===== src/rtl/clock_rate_controller_pkg.sv =====
// Shared definitions for the front-panel clock-rate controller.
//   - rate encodings RATE_1HZ..RATE_1000HZ
//   - FSM state type (S_IDLE, S_SETTLE)
//   - button lane indices into the packed button vectors
//   - rate_to_switch: registered one-hot switch pattern for a rate
//   - next_rate: priority (default > up > down) and saturating step
package clock_rate_controller_pkg;

   localparam logic [1:0] RATE_1HZ    = 2'd0;
   localparam logic [1:0] RATE_10HZ   = 2'd1;
   localparam logic [1:0] RATE_100HZ  = 2'd2;
   localparam logic [1:0] RATE_1000HZ = 2'd3;

   typedef enum logic {
      S_IDLE   = 1'b0,
      S_SETTLE = 1'b1
   } state_t;

   localparam int NUM_BTN     = 3;
   localparam int BTN_UP      = 0;
   localparam int BTN_DOWN    = 1;
   localparam int BTN_DEFAULT = 2;

   // {x1000, x100, x10}
   function automatic logic [2:0] rate_to_switch(input logic [1:0] rate);
      logic [2:0] sw;
      case (rate)
         RATE_10HZ:   sw = 3'b001;
         RATE_100HZ:  sw = 3'b010;
         RATE_1000HZ: sw = 3'b100;
         default:     sw = 3'b000;
      endcase
      return sw;
   endfunction

   // Saturating step; never wraps 3->0 or 0->3.
   function automatic logic [1:0] next_rate(input logic [1:0] rate,
                                            input logic [NUM_BTN-1:0] press);
      logic [1:0] nr;
      nr = rate;
      if (press[BTN_DEFAULT])
         nr = RATE_1HZ;
      else if (press[BTN_UP])
         nr = (rate == RATE_1000HZ) ? RATE_1000HZ : rate + 2'd1;
      else if (press[BTN_DOWN])
         nr = (rate == RATE_1HZ) ? RATE_1HZ : rate - 2'd1;
      return nr;
   endfunction

endpackage


===== src/rtl/button_debouncer.sv =====
// Synchroniser + debouncer for one raw push button.
//   clk, rst   : system clock, async active-high reset
//   btn_raw    : raw asynchronous button level
//   btn_level  : debounced level
//   btn_press  : one-cycle pulse when btn_level rises 0->1 (no pulse on release)
// Raw edge to btn_press is 2 + DEBOUNCE_CYCLES cycles for a clean edge.
module button_debouncer #(
   parameter int DEBOUNCE_CYCLES = 1_000_000,
   parameter int CNT_W           = 20
) (
   input  logic clk,
   input  logic rst,
   input  logic btn_raw,
   output logic btn_level,
   output logic btn_press
);

   localparam logic [CNT_W-1:0] CNT_MAX = CNT_W'(DEBOUNCE_CYCLES - 1);

   logic             sync0, sync1;
   logic [CNT_W-1:0] cnt;

   always_ff @(posedge clk or posedge rst) begin
      if (rst) begin
         sync0     <= 1'b0;
         sync1     <= 1'b0;
         cnt       <= '0;
         btn_level <= 1'b0;
         btn_press <= 1'b0;
      end else begin
         sync0     <= btn_raw;
         sync1     <= sync0;
         btn_press <= 1'b0;
         // Any sample matching the current level (a bounce) restarts the count.
         if (sync1 != btn_level) begin
            if (cnt == CNT_MAX) begin
               btn_level <= sync1;
               btn_press <= sync1;
               cnt       <= '0;
            end else begin
               cnt <= cnt + CNT_W'(1);
            end
         end else begin
            cnt <= '0;
         end
      end
   end

endmodule


===== src/rtl/clock_rate_controller.sv =====
// Front-panel speed controller for the clock divider.
//   clk, rst                          : 100 MHz clock, async active-high reset
//   btn_up, btn_down, btn_default     : raw asynchronous buttons
//   switch_x10/x100/x1000             : registered one-hot divider selects
//   rate_sel                          : 0=1Hz 1=10Hz 2=100Hz 3=1000Hz
//   busy                              : high while settling after a rate change
//   limit                             : one-cycle pulse on a saturated press
module clock_rate_controller
   import clock_rate_controller_pkg::*;
#(
   parameter int DEBOUNCE_CYCLES = 1_000_000,
   parameter int SETTLE_CYCLES   = 100_000,
   parameter int CNT_W           = 20
) (
   input  logic       clk,
   input  logic       rst,
   input  logic       btn_up,
   input  logic       btn_down,
   input  logic       btn_default,
   output logic       switch_x10,
   output logic       switch_x100,
   output logic       switch_x1000,
   output logic [1:0] rate_sel,
   output logic       busy,
   output logic       limit
);

   localparam logic [CNT_W-1:0] SETTLE_MAX = CNT_W'(SETTLE_CYCLES - 1);

   logic [NUM_BTN-1:0] btn_raw, btn_level, btn_press, press;
   logic [1:0]         nxt;
   state_t             state;
   logic [CNT_W-1:0]   settle_cnt;

   assign btn_raw = {btn_default, btn_down, btn_up};

   for (genvar i = 0; i < NUM_BTN; i++) begin : g_btn
      button_debouncer #(
         .DEBOUNCE_CYCLES (DEBOUNCE_CYCLES),
         .CNT_W           (CNT_W)
      ) u_db (
         .clk       (clk),
         .rst       (rst),
         .btn_raw   (btn_raw[i]),
         .btn_level (btn_level[i]),
         .btn_press (btn_press[i])
      );
   end

   // A press is only honoured while its debounced level is still high.
   assign press = btn_press & btn_level;
   assign nxt   = next_rate(rate_sel, press);

   always_ff @(posedge clk or posedge rst) begin
      if (rst) begin
         state        <= S_IDLE;
         settle_cnt   <= '0;
         rate_sel     <= RATE_1HZ;
         switch_x10   <= 1'b0;
         switch_x100  <= 1'b0;
         switch_x1000 <= 1'b0;
         busy         <= 1'b0;
         limit        <= 1'b0;
      end else begin
         limit <= 1'b0;
         case (state)
            S_IDLE: begin
               if (|press) begin
                  if (nxt != rate_sel) begin
                     // Rate and switches load together: no intermediate code.
                     rate_sel <= nxt;
                     {switch_x1000, switch_x100, switch_x10} <= rate_to_switch(nxt);
                     state      <= S_SETTLE;
                     settle_cnt <= '0;
                     busy       <= 1'b1;
                  end else if (!press[BTN_DEFAULT]) begin
                     // Default at 1 Hz is a no-op, not a rejected press.
                     limit <= 1'b1;
                  end
               end
            end
            S_SETTLE: begin
               // Presses here are dropped, not queued.
               if (settle_cnt == SETTLE_MAX) begin
                  state      <= S_IDLE;
                  busy       <= 1'b0;
                  settle_cnt <= '0;
               end else begin
                  settle_cnt <= settle_cnt + CNT_W'(1);
               end
            end
            default: state <= S_IDLE;
         endcase
      end
   end

endmodule

===== config.mk =====
export PLATFORM = sky130hd
export DESIGN_NAME = clock_rate_controller
export DESIGN_NICKNAME = d
export VERILOG_FILES = /design/src/rtl/clock_rate_controller_pkg.sv /design/src/rtl/button_debouncer.sv /design/src/rtl/clock_rate_controller.sv
export SDC_FILE = /design/constraint.sdc
export NUM_CORES = 1
export LEC_CHECK = 0
export BUFFER_PORTS_ARGS = -buffer_cell sky130_fd_sc_hd__buf_4
export CAP_MARGIN = 15
export CORE_AREA = 8 8 137 139
export CTS_BUF_LIST = sky130_fd_sc_hd__clkbuf_4
export DETAILED_ROUTE_END_ITERATION = 6
export DIE_AREA = 0 0 145 147
export PLACE_DENSITY_LB_ADDON = 0.05
export RECOVER_POWER = 50
export SYNTH_ARGS = -nofsm -noshare
export SYNTH_HDL_FRONTEND = slang
export SYNTH_SLANG_ARGS = --single-unit

===== constraint.sdc =====
create_clock -name clk -period 4.29 [get_ports clk]
set_input_delay 0.858 -clock clk [delete_from_list [all_inputs] [get_ports clk]]
set_output_delay 0.858 -clock clk [all_outputs]
set_load 0.05 [all_outputs]

==> flow_summary.toml <==
[logic_synthesis]
yosysSeqAreaShare = 0.517
yosysTopAreaCell = "dfrtp_1"
synthFlopType = "dfrtp_1"
async_flop_share = 1.00
ys_types = 49
ys_top_cells_by_area = "dfrtp_1, xnor2_1, nor2_1, xor2_1, nand3_1"
ys_ff_latch = 100
syn_nets = 489
synth-edff-count = 0
ys_warn_count = 0
synth_area_per_cell_um2 = 10.1
syn_area_um2 = 4840
synth_top_area_frac = 0.517
synthTopCellsByCount = "dfrtp_1, nor2_1, nand2_1, xnor2_1, nand3_1"
netlist_instances = 480
synth_most_common_cell = "dfrtp_1"

[timing]
tightest_slew_ns = 1.26
grt_setup_unrepaired = "false"
slew_viol_final = 0
final-hold-violation-count = 0
fin_crit_sh = 0.585
fmax_mhz = 398
tns_ns = 0
timing.clock.skew_ns = 0.0175
slew_headroom = 0.158
fin_crit_ns = 2.51
setup_violations = 0

[floorplanning]
start_util = 0.289
boundaryPins = 12
die_h_um = 147
die_w_um = 145
dieArea_um2 = 21300
core_um2 = 16800
fp-row-count = 48

[grt]
gr-total-overflow = 0
antenna_found_initial = 1
grt_pass1_wl_um = 17800
grtUsageTotal = 0.103
grt_max_degree = 80
grt_pass1_vias = 3516

[routing]
viasPerCell = 4.83
wire_per_inst_um = 14.1
remaining_drc_errors = 0
dr.pass1.iters = 4
num_vias = 3484
ant_nets = 0
drt_iter0_drc = 163
totalWireLength_um = 10200

[power_and_ir_drop]
power_leakage_nw = 2.12
powerDensity_nw_per_um2 = 276
p_total_w = 0.00144
ir_drop_mv = 0.126

[clock_tree]
clock_latency_ns = 0.47
cts_tree = "yes"
cts_setup_buffers = 0
cts_htree_levels = 3
clock_sink_count = 100
clk_root_buffer_cell = "clkbuf_4"
post_cts_resized = 0
cts_inserted_buffers = 9
clockBufferDepth = 2
path_clk_slew_ns = 0.15
holdBufCountCts = 0

[run]
drv_cap = 0

[layout]
num-nets-final = 499
area_delta_synth_final_pct = 7.88
finalNonFillerCells = 721
fin_area_um2 = 5220
drive_gt1_frac = 0.0749
post-route-util = 0.312

[worst_setup_path]
crit_required_ns = 4.69
cp-start-kind = "flop"
crit_type = "reg -> reg"
end_kind = "flop"
worstPathArrival_ns = 2.91
cp_max_fo = 31

[outcome]
status = "complete, no violations"

[placed_design]
dpl_cell_area_um2 = 5120
gp_congestion = 0.737
placedCellCount = 704
place_hpwl_um = 6680
port_buffers = 11

[hold_path]
hold_class = "reg -> reg"
layout by cell type, fill, tap and decap left out, types with 2 or more instances in the layout:
cell and count:
dfrtp_1 100, nor2_1 76, nand2_1 39, xnor2_1 36, nand3_1 32, xor2_1 22, nand4_1 17, a31oi_1 16
clkbuf_4 15, nor3_1 12, nor4_1 10, inv_1 9, and3_1 9, and4_1 9, a21oi_1 9, buf_4 8
o21ai_0 7, and2_1 6, a22o_1 5, nor4b_1 5, mux2_2 4, a41oi_1 4, ha_1 4, nor3b_1 3
a21o_1 3, or2b_1 3, diode_2 2, and2_0 2, a32o_1 2, o22ai_1 2, nor4_2 2, clkinv_1 2
clkbuf_1 2
sequential cells by signal, indices dropped and copies added (netlist names):
name                  flops
g_btn.u_db.btn_level      3
settle_cnt               20
switch_x10                1
switch_x100               1
g_btn.u_db.sync1          3
rate_sel                  2
g_btn.u_db.cnt           60
limit                     1
state                     1
switch_x1000              1
g_btn.u_db.btn_press      3
busy                      1
g_btn.u_db.sync0          3
power by group:
group          internal [W]  switching [W]  total (W)  leakage (nW)
Sequential         0.000952     0.00000893   0.000961          1.38
Clock              0.000133       0.000306   0.000439        0.0585
Combinational    0.00000977      0.0000333  0.0000431         0.682
logic make-up after synthesis:
logic type               share of synthesized area
AO/OA/AOI/OAI                               0.0829
XOR/XNOR                                     0.105
adder cells (fa/ha/maj)                     0.0103
buffers and inverters                       0.0289
flip-flops                                   0.517
multiplexers                               0.00930
AND/OR/NAND/NOR                              0.247
worst max-delay path, cell delays in order, from the launching register on:
cell     delay (ns)
dfrtp_1        0.45
ha_1           0.26
and4_1         0.27
nand2_1        0.11
o31a_1         0.88
or2b_1         0.29
a31oi_1        0.17
routing by layer:
layer,vias to the layer above,global-route usage,part of all wire
li1,1720,-,-
met3,15,0.0185,0.032
met4,0,0.0542,0.022
met1,1698,0.138,0.50
met2,51,0.156,0.45
met5,-,0,0
final cells by class:
cell class,instances,area (um^2)
flip-flops and latches,100,2500
clock buffers,12,90.1
clock inverters,3,15.0
fillers,1727,11500
diodes,2,5.00
repair buffers,13,90.1
well taps,225,282
inverters,10,40.0
multi-input cells,356,2200
worst paths after layout:
path | from | endpoint | slack (ns) | depth (start not counted)
max in group asynchronous | rst | g_btn[1].u_db.cnt[5] | 1.97 | 3
worst min-delay path | g_btn[2].u_db.sync0 | g_btn[2].u_db.sync1 | 0.37 | 0
worst min register to register | g_btn[2].u_db.sync0 | g_btn[2].u_db.sync1 | 0.37 | 0
worst max register to register | settle_cnt[0] | settle_cnt[8] | 1.78 | 6
worst max-delay path | settle_cnt[0] | settle_cnt[8] | 1.78 | 6
min in group asynchronous | rst | g_btn[2].u_db.cnt[2] | 0.61 | 2
metrics by stage:
stage               setup WS (ns)  hold WS (ns)
finish                       1.78         0.368
global route                 1.53         0.380
CTS                          1.80         0.373
detailed placement           1.85         0.339
global placement             1.93         0.341
floorplan                   0.813         0.331
(Power assumes the default switching activity.)
